$ cat src/rtl/i2c_pkg.sv
// Shared types and constants for the I2C target: FSM state encoding and bus-level constants.
package i2c_pkg;

  typedef enum logic [3:0] {
    ST_IDLE      = 4'd0,
    ST_ADDR      = 4'd1,
    ST_ADDR_ACK  = 4'd2,
    ST_PTR       = 4'd3,
    ST_PTR_ACK   = 4'd4,
    ST_WDATA     = 4'd5,
    ST_WDATA_ACK = 4'd6,
    ST_RDATA     = 4'd7,
    ST_RACK      = 4'd8,
    ST_IGNORE    = 4'd9
  } i2c_tgt_state_t;

  localparam logic I2C_ACK     = 1'b0;
  localparam logic I2C_NACK    = 1'b1;
  localparam logic I2C_RW_READ = 1'b1;

  localparam logic [6:0] I2C_DEFAULT_TARGET_ADDR = 7'h2A;

endpackage

$ cat src/rtl/i2c_bus_sync.sv
// Brings SCL/SDA into the clk domain and flags SCL edges plus START/STOP conditions.
module i2c_bus_sync (
  input  logic clk,
  input  logic reset,
  input  logic scl_in,
  input  logic sda_in,
  output logic scl_rise,
  output logic scl_fall,
  output logic start_det,
  output logic stop_det,
  output logic sda_sync
);

  // Bit 0 is the metastable stage, bit 1 the synchronized level, bit 2 the previous level.
  logic [2:0] scl_q, scl_d;
  logic [2:0] sda_q, sda_d;

  always_comb begin
    scl_d = {scl_q[1:0], scl_in};
    sda_d = {sda_q[1:0], sda_in};
  end

  // Idle bus is high, so reset to 1 to avoid a phantom edge after reset.
  always_ff @(posedge clk or negedge reset) begin
    if (!reset) begin
      scl_q <= 3'b111;
      sda_q <= 3'b111;
    end else begin
      scl_q <= scl_d;
      sda_q <= sda_d;
    end
  end

  assign scl_rise  =  scl_q[1] & ~scl_q[2];
  assign scl_fall  = ~scl_q[1] &  scl_q[2];
  assign start_det =  scl_q[1] &  scl_q[2] &  sda_q[2] & ~sda_q[1];
  assign stop_det  =  scl_q[1] &  scl_q[2] & ~sda_q[2] &  sda_q[1];
  assign sda_sync  =  sda_q[1];

endmodule

$ cat src/rtl/i2c_target.sv
// I2C target with a bus-mapped register file: address match, pointer load,
// auto-incrementing byte writes and reads.
module i2c_target
  import i2c_pkg::*;
#(
  parameter int          DATAWIDTH   = 8,
  parameter int          ADDRWIDTH   = 6,
  parameter logic [6:0]  TARGET_ADDR = I2C_DEFAULT_TARGET_ADDR
) (
  input  logic                 clk,
  input  logic                 reset,
  input  logic                 scl_in,
  input  logic                 sda_in,
  output logic                 sda_oe,
  output logic                 busy,
  output logic                 wr_strobe,
  output logic [ADDRWIDTH-1:0] wr_addr,
  output logic [DATAWIDTH-1:0] wr_data
);

  localparam int DEPTH = 1 << ADDRWIDTH;
  localparam logic [ADDRWIDTH-1:0] PTR_ONE = {{(ADDRWIDTH-1){1'b0}}, 1'b1};

  logic scl_rise_s, scl_fall_s, start_det_s, stop_det_s, sda_sync_s;

  i2c_bus_sync u_bus_sync (
    .clk       (clk),
    .reset     (reset),
    .scl_in    (scl_in),
    .sda_in    (sda_in),
    .scl_rise  (scl_rise_s),
    .scl_fall  (scl_fall_s),
    .start_det (start_det_s),
    .stop_det  (stop_det_s),
    .sda_sync  (sda_sync_s)
  );

  i2c_tgt_state_t          state_q, state_d;
  logic [3:0]              bitcnt_q, bitcnt_d;
  logic [DATAWIDTH-2:0]    shift_q, shift_d;
  logic [ADDRWIDTH-1:0]    ptr_q, ptr_d;
  logic                    rw_q, rw_d;
  logic                    sda_oe_q, sda_oe_d;
  logic                    busy_q, busy_d;
  logic                    wr_strobe_q, wr_strobe_d;
  logic [ADDRWIDTH-1:0]    wr_addr_q, wr_addr_d;
  logic [DATAWIDTH-1:0]    wr_data_q, wr_data_d;
  logic [DATAWIDTH-1:0]    mem_q [DEPTH];

  logic [DATAWIDTH-1:0]    byte_s;
  logic [DATAWIDTH-1:0]    rd_byte_s;
  logic [2:0]              rd_idx_s;
  logic                    rd_bit_s;

  always_comb begin
    byte_s    = {shift_q, sda_sync_s};
    rd_byte_s = mem_q[ptr_q];
    rd_idx_s  = 3'd7 - bitcnt_q[2:0];
    rd_bit_s  = rd_byte_s[rd_idx_s];
  end

  // Next-state logic; STOP beats START, and both beat any SCL edge seen in the same clk.
  always_comb begin
    state_d     = state_q;
    bitcnt_d    = bitcnt_q;
    shift_d     = shift_q;
    ptr_d       = ptr_q;
    rw_d        = rw_q;
    sda_oe_d    = sda_oe_q;
    busy_d      = busy_q;
    wr_strobe_d = 1'b0;
    wr_addr_d   = wr_addr_q;
    wr_data_d   = wr_data_q;

    if (stop_det_s) begin
      state_d  = ST_IDLE;
      sda_oe_d = 1'b0;
      busy_d   = 1'b0;
      bitcnt_d = 4'd0;
    end else if (start_det_s) begin
      state_d  = ST_ADDR;
      sda_oe_d = 1'b0;
      bitcnt_d = 4'd0;
      shift_d  = {(DATAWIDTH-1){1'b0}};
    end else begin
      case (state_q)
        ST_IDLE, ST_IGNORE: begin
          sda_oe_d = 1'b0;
        end

        ST_ADDR, ST_PTR, ST_WDATA: begin
          if (scl_rise_s) begin
            shift_d  = byte_s[DATAWIDTH-2:0];
            bitcnt_d = bitcnt_q + 4'd1;
            if (bitcnt_q == 4'd7) begin
              bitcnt_d = 4'd0;
              case (state_q)
                ST_ADDR: begin
                  if (byte_s[DATAWIDTH-1:1] == TARGET_ADDR) begin
                    state_d = ST_ADDR_ACK;
                    busy_d  = 1'b1;
                    rw_d    = byte_s[0];
                  end else begin
                    state_d = ST_IGNORE;
                    busy_d  = 1'b0;
                  end
                end
                ST_PTR: begin
                  ptr_d   = byte_s[ADDRWIDTH-1:0];
                  state_d = ST_PTR_ACK;
                end
                ST_WDATA: begin
                  wr_strobe_d = 1'b1;
                  wr_addr_d   = ptr_q;
                  wr_data_d   = byte_s;
                  ptr_d       = ptr_q + PTR_ONE;
                  state_d     = ST_WDATA_ACK;
                end
                default: state_d = ST_IDLE;
              endcase
            end else begin
              state_d = state_q;
            end
          end else begin
            state_d = state_q;
          end
        end

        // First SCL fall starts the ACK, the fall after the 9th rise ends it.
        ST_ADDR_ACK, ST_PTR_ACK, ST_WDATA_ACK: begin
          if (scl_fall_s) begin
            if (!sda_oe_q) begin
              sda_oe_d = ~I2C_ACK;
            end else begin
              sda_oe_d = 1'b0;
              bitcnt_d = 4'd0;
              case (state_q)
                ST_ADDR_ACK: begin
                  if (rw_q == I2C_RW_READ) begin
                    state_d  = ST_RDATA;
                    sda_oe_d = ~rd_bit_s;
                  end else begin
                    state_d = ST_PTR;
                  end
                end
                ST_PTR_ACK, ST_WDATA_ACK: state_d = ST_WDATA;
                default:                  state_d = ST_IDLE;
              endcase
            end
          end else begin
            state_d = state_q;
          end
        end

        ST_RDATA: begin
          if (scl_rise_s) begin
            bitcnt_d = bitcnt_q + 4'd1;
          end else if (scl_fall_s) begin
            if (bitcnt_q == 4'd8) begin
              sda_oe_d = 1'b0;
              bitcnt_d = 4'd0;
              state_d  = ST_RACK;
            end else begin
              sda_oe_d = ~rd_bit_s;
            end
          end else begin
            state_d = state_q;
          end
        end

        ST_RACK: begin
          if (scl_rise_s) begin
            if (sda_sync_s == I2C_NACK) begin
              state_d  = ST_IGNORE;
              sda_oe_d = 1'b0;
              busy_d   = 1'b0;
            end else begin
              ptr_d    = ptr_q + PTR_ONE;
              bitcnt_d = 4'd0;
              state_d  = ST_RDATA;
            end
          end else begin
            state_d = state_q;
          end
        end

        default: begin
          state_d  = ST_IDLE;
          sda_oe_d = 1'b0;
          busy_d   = 1'b0;
        end
      endcase
    end
  end

  // Control and output registers.
  always_ff @(posedge clk or negedge reset) begin
    if (!reset) begin
      state_q     <= ST_IDLE;
      bitcnt_q    <= 4'd0;
      shift_q     <= {(DATAWIDTH-1){1'b0}};
      ptr_q       <= {ADDRWIDTH{1'b0}};
      rw_q        <= 1'b0;
      sda_oe_q    <= 1'b0;
      busy_q      <= 1'b0;
      wr_strobe_q <= 1'b0;
      wr_addr_q   <= {ADDRWIDTH{1'b0}};
      wr_data_q   <= {DATAWIDTH{1'b0}};
    end else begin
      state_q     <= state_d;
      bitcnt_q    <= bitcnt_d;
      shift_q     <= shift_d;
      ptr_q       <= ptr_d;
      rw_q        <= rw_d;
      sda_oe_q    <= sda_oe_d;
      busy_q      <= busy_d;
      wr_strobe_q <= wr_strobe_d;
      wr_addr_q   <= wr_addr_d;
      wr_data_q   <= wr_data_d;
    end
  end

  // Register file, written only by completed bus data bytes.
  always_ff @(posedge clk or negedge reset) begin
    if (!reset) begin
      for (int i = 0; i < DEPTH; i++) begin
        mem_q[i] <= {DATAWIDTH{1'b0}};
      end
    end else if (wr_strobe_d) begin
      mem_q[wr_addr_d] <= wr_data_d;
    end
  end

  assign sda_oe    = sda_oe_q;
  assign busy      = busy_q;
  assign wr_strobe = wr_strobe_q;
  assign wr_addr   = wr_addr_q;
  assign wr_data   = wr_data_q;

endmodule

$ cat config.mk
export PLATFORM = sky130hd
export DESIGN_NAME = i2c_target
export DESIGN_NICKNAME = d
export VERILOG_FILES = /design/src/rtl/i2c_pkg.sv /design/src/rtl/i2c_bus_sync.sv /design/src/rtl/i2c_target.sv
export SDC_FILE = /design/constraint.sdc
export NUM_CORES = 1
export LEC_CHECK = 0
export BUFFER_PORTS_ARGS = -buffer_cell sky130_fd_sc_hd__buf_4
export CAP_MARGIN = 10
export CORE_MARGIN = 8
export CORE_UTILIZATION = 41
export CTS_CLUSTER_DIAMETER = 120
export DETAILED_ROUTE_END_ITERATION = 8
export HOLD_SLACK_MARGIN = 0.15
export SYNTH_ARGS = -nofsm -noshare
export SYNTH_HDL_FRONTEND = slang
export SYNTH_SLANG_ARGS = --single-unit
$ cat constraint.sdc
create_clock -name clk -period 3.63 [get_ports clk]
set_clock_uncertainty 0.05 [all_clocks]
set_input_delay 0.726 -clock clk [delete_from_list [all_inputs] [get_ports clk]]
set_output_delay 0.726 -clock clk [all_outputs]
set_load 0.02 [all_outputs]
---- Yosys cells after proc, flatten, opt, wreduce, memory -nomap -nowiden ----
Index checks and enable logic that the tools add are counted.
word-level totals
  register bits after elaboration ......... 557
  output and inout port bits .............. 17
cells by class
  add/sub/neg operators ................... 3
  order comparisons ....................... 4
  equal/unequal tests ..................... 38
  muxes and demuxes ....................... 82
  bitwise logic cells ..................... 16
  reduce and logical (&&, ||, !) cells .... 18
operators with widths
  cell                count
  $bwmux 512          1
  $mux 4              23
  $mux 8              9
  $mux 6              10
  $bmux 8 s6          1
  $demux 8 s6         1
  $ne 4x4->1 const B  9
  $mux 1              24
  $pmux 6 s2          2
  $mux 7              3
  $ne 3x3->1 const B  7
  $eq 4x3->1 const B  5
  $pmux 4 s5          1
  $pmux 4 s4          1
  $reduce_and 8->1    2
  $ge 7x7->1 const B  2
  $not 6->7           2
  $reduce_and 7->1    2
  $eq 4x4->1 const B  3
  $pmux 4 s3          1
  $ne 5x5->1 const B  2
  $reduce_and 9->1    1
  $eq 4x2->1 const B  2
  $ne 2x2->1 const B  4
  other kinds (26)    43

---- Logic depth before layout (Yosys ltp) ----
  depth in word-level cells ............... 14
  depth in mapped cells ................... 12
  gate-level depth less buffers ........... 11

---- Hierarchy ----
Synthesis repeated with hierarchy kept, for this count alone.
second synthesis, totals
  cell total of the unflattened synthesis .. 2413
  area total of the unflattened synthesis .. 25110.3 µm²
by module, submodules not included
  module        times used  cells each  area an instance (µm²)  seq. area each (µm²)
  i2c_target    1           2403        24920.2                 13788.2
  i2c_bus_sync  1           10          190.2                   157.7

---- Least setup slack after synthesis ----
Ideal clock, no wire load.
  kind .................................... reg2reg
  from .................................... reg u_bus_sync.scl_q[1]
  to ...................................... reg mem_q[447] (netlist name)
  setup time .............................. 0.136 ns
  data arrival time ....................... 2.805 ns
  path slack .............................. 0.639 ns
  cell stages (with the launch flop) ...... 12
  path buffers ............................ 1
  clock period less this slack ............ 2.991 ns
  path through ............................ dfstp_2 -> ha_1 -> inv_1 -> a21o_1 -> nor3_4 -> mux2i_2 -> inv_2 -> nor2_1 -> nand2_1 -> clkbuf_1 -> nand2_1 -> o21ai_0
between the ends
  word-level cells in the longest chain between the ends .. 11
  elaborated cells between the ends (all ways) .. 25
  classes of those cells .................. order compare: 2; mux: 15; bitwise: 7; reduce/logical: 1
ends and longest elaborated chain
  item                                                            line                                                        text
  from (decl)                                                     i2c_bus_sync.sv:15                                          logic [2:0] scl_q, scl_d;
  from (signal assigned)                                          i2c_bus_sync.sv:29                                          scl_q <= scl_d;
  $and 1x1->1 (on tied branches)                                  i2c_bus_sync.sv:34, i2c_bus_sync.sv:36, i2c_bus_sync.sv:37
  $mux 6 or $and 1x1->1 (tied branches)                           i2c_target.sv:92, i2c_bus_sync.sv:36
  $mux 6 or $and 1x1->1 (tied branches)                           i2c_target.sv:86, i2c_bus_sync.sv:36
  $mux 6                                                          i2c_target.sv:80                                            end else if (start_det_s) begin
  $mux 6 *                                                        i2c_target.sv:75                                            if (stop_det_s) begin
  net wr_addr_d[5]                                                i2c_target.sv:46                                            logic [ADDRWIDTH-1:0] wr_addr_q, wr_addr_d;
  $not 6->7 (not written as such) *                               i2c_target.sv:230                                           mem_q[wr_addr_d] <= wr_data_d;
  $ge 7x7->1 (not written as such) or $lt 7x1->1 (tied branches)  i2c_target.sv:230
  $logic_and 1x1->1 (not written as such)                         i2c_target.sv:230
  $mux 8 (not written as such)                                    i2c_target.sv:230
  $demux 8 s6 *                                                   i2c_target.sv:230
  $bwmux 512 *                                                    i2c_target.sv:230
  to (signal, indexed assignment)                                 i2c_target.sv:227                                           mem_q[i] <= {DATAWIDTH{1'b0}};
  to (signal, indexed assignment)                                 i2c_target.sv:230
  to (decl)                                                       i2c_target.sv:48                                            logic [DATAWIDTH-1:0] mem_q [DEPTH];
Mark *: on every way through the listed nets, which the timed path passes. The rest lies on a longest branch.
A chain may end at the register's enable or synchronous reset.

---- Worst setup path after layout ----
  from .................................... reg u_bus_sync.scl_q[1]
  to ...................................... reg mem_q[258] (netlist name)
The elaborated chain is that of the path after synthesis.

==> results.ini <==
[floorplanning]
ios = 21
core-area_sq_mm = 0.0602
rows = 90
start_util = 0.414
fp.dieW_um = 263
dieArea_sq_mm = 0.0689
die-height_um = 263

[synthesis]
ys_seq_elements = 557
ys_warn_count = 0
async_flop_share = 1.00
synth_edf_count = 0
synthDistinctLibCells = 69
synthCells = 2391
ys.flop_type = dfrtp_1
synth_fp_nets = 2401
yosysSeqAreaShare = 0.559
syn-cell-area_sq_mm = 0.0249
syn_avg_cell_area_sq_um = 10.4

[sta]
rsz0062_at_grt = true
post-route-min-period_ns = 3.36
slew_headroom = 0.413
tightest_slew_ns = 0.874
worst_hold_slack_ns = 0.309
slew_viol_final = 0
fin_crit_sh = 0.927
finalHoldViolations = 0
timing.fmax_mhz = 297
finalSetupViolations = 0
setup_ws_ns = 0.265

[clocking]
htreeDepth = 2
cts_setup_buffers = 0
insertion_delay_ns = 0.62
clk_pin_slew_ns = 0.06
numCtsBuffers = 57
clockBufferDepth = 3
cts_tree = done
cts_sinks = 557
root_buffer = clkbuf_16

[cells_and_area]
fillers = 5432
antennaDiodeCount = 0
multiInputGateArea_sq_mm = 0.0103
seqCellArea_sq_mm = 0.0140
drive_gt1_frac = 0.156
final_cells = 3194
num-nets-final = 2373
stdcell_area_sq_mm = 0.0283
syn2layout_area_growth_pct = 13.6

[place]
gp_congestion = 0.959
place_area_sq_mm = 0.0263
dp_slack_ns = 0.342
port-buffer-count = 20
dp_hpwl_um = 45500
dp.cells = 3083

[global_route]
gr-total-overflow = 0
grt_max_degree = 83
grt_pass1_vias = 17800
grt_pass1_wl_um = 111000
antenna_found_initial = 1
track_usage = 0.202

[route]
drcViolationCount = 0
wire_per_inst_um = 21.6
first_iter_violations = 1545
viasPerCell = 5.62
ant_nets = 0
totalWireLength_um = 69100
vias = 18000
dr.pass1.iters = 6

[worst_setup_path]
crit_family = simple AND/OR/NAND/NOR gates
crit_path_start_kind = flop
end_kind = flop
critPathRequiredTime_ns = 4.05
crit_slowest_cell = dfstp_2
path_class = reg2reg
arrival_ns = 3.78
crit_path_max_incr_delay_ns = 0.56
crit_path_frequent_cell = nand2_1
crit_fanout = 16
path_cells = ha_1 > inv_1 > a21o_1 > nor3_4 > mux2i_2 > inv_2 > nor2_1 > nand2_1 > nand2_1 > o21ai_0
path_buf_inv = 2

[pwr]
ir_worst_vdd_mv = 0.338
powerDensity_mw_per_mm2 = 520
power_leakage_uw = 0.0119

[run_status]
status = completed

[job]
drv_cap = 0

[hold_path]
hold_class = reg2reg

final timing paths:
check	to	cells past startpoint	startpoint	slack [ns]
worst max-delay path	mem_q[258]	10	u_bus_sync.scl_q[1]	0.27
worst min-delay path	u_bus_sync.sda_q[1]	0	u_bus_sync.sda_q[0]	0.31
worst max register to register	mem_q[258]	10	u_bus_sync.scl_q[1]	0.27
worst min register to register	u_bus_sync.sda_q[1]	0	u_bus_sync.sda_q[0]	0.31
max in group asynchronous	mem_q[330]	3	reset	1.88
min in group asynchronous	mem_q[177]	2	reset	0.68
flip-flops by register name, indices dropped and copies added (netlist names):
register and flops:
rw_q 1, wr_strobe 1, state_q 4, bitcnt_q 4, mem_q 512, wr_data 8
sda_oe 1, wr_addr 6, u_bus_sync.scl_q 3, ptr_q 6, shift_q 7, u_bus_sync.sda_q 3
busy 1
Yosys cell counts (19+ instances only):
master / count / area [sq um]
nand2_1: 628 / 2360
dfrtp_1: 551 / 13800
o21ai_0: 534 / 2670
clkbuf_1: 149 / 559
mux4_2: 122 / 2750
nor2_1: 42 / 158
mux2i_1: 37 / 370
buf_2: 30 / 150
nand3_1: 24 / 120
a21oi_1: 22 / 110
inv_1: 20 / 75.1
a22oi_1: 19 / 143
report_power, final:
part           total [uW]  switching (uW)  leakage, uW  internal, uW
clock network        6260            2520      0.00101          3740
logic                2010            1210      0.00312           801
registers            6470             192      0.00775          6270
total               14700            3920       0.0119         10800
cells in the final DEF, fill, tap and decap left out, drive strengths merged, types with 4 or more instances in the layout:
master	synthesis	layout
o21ai	540	540
nand4	8	8
or3	12	12
clkinv	0	15
dfstp	6	6
mux4	122	122
a31oi	7	7
o22ai	9	9
a211oi	10	10
a21oi	24	24
nand2b	13	13
mux2	8	8
o22a	4	4
ha	6	6
mux2i	38	38
inv	21	23
nand2	635	635
buf	42	101
a22oi	19	19
nor3	20	20
clkbuf	149	82
bufinv	0	6
nor2	42	42
dfrtp	551	551
nor4	9	9
nor2b	16	16
nand3	24	24
metal layers:
metal	vias to the layer above	routed length, um	global-route usage
met3	132	3690	0.0326
met1	9009	32000	0.296
met5	-	13	0
met2	517	31200	0.305
met4	2	2210	0.0642
li1	8297	-	-
final cells by class:
type	instances	area share
clock buffers	82	0.0612
clock inverters	26	0.0105
inverters	21	0.00278
multi-input cells	1622	0.362
flip-flops and latches	557	0.493
well taps	782	0.0346
repair buffers	104	0.0361
logic make-up (layout without fill, tap and decap cells):
kind of cell               count (synthesis)  after routing  share of synthesized area
adders and majority gates                  6              6                    0.00301
AOI/OAI and AO/OA                        648            648                      0.140
DFF                                      557            557                      0.559
muxes                                    168            168                      0.129
xor gates and xnor gates                   1              1                   0.000351
buffers and inverters                    212            233                     0.0334
and+or+nand+nor                          799            799                      0.134
worst reg2reg max path, cell delays in order (launching register included):
cell and delay (ns):
dfstp_2 0.56, ha_1 0.17, inv_1 0.07, a21o_1 0.22
nor3_4 0.45, mux2i_2 0.32, inv_2 0.13, nor2_1 0.50
nand2_1 0.47, nand2_1 0.18, o21ai_0 0.10
what timing repair did:
action / CTS / global route
endpoints found under the setup margin: 0 / 3
hold buffers: 3 / 0
gates resized for setup: 0 / 0
hold endpoints to repair: 71 / 0
through the flow:
step	total power (uW)	utilization	TNS, ns
final	14700	0.470	0
after global routing	15300	0.470	-0.0295
after CTS	14900	0.470	0
after detailed placement	8590	0.436	0
after global placement	8580	0.436	0
after floorplan	7810	-	0
Power figures use the tool's default switching activity.
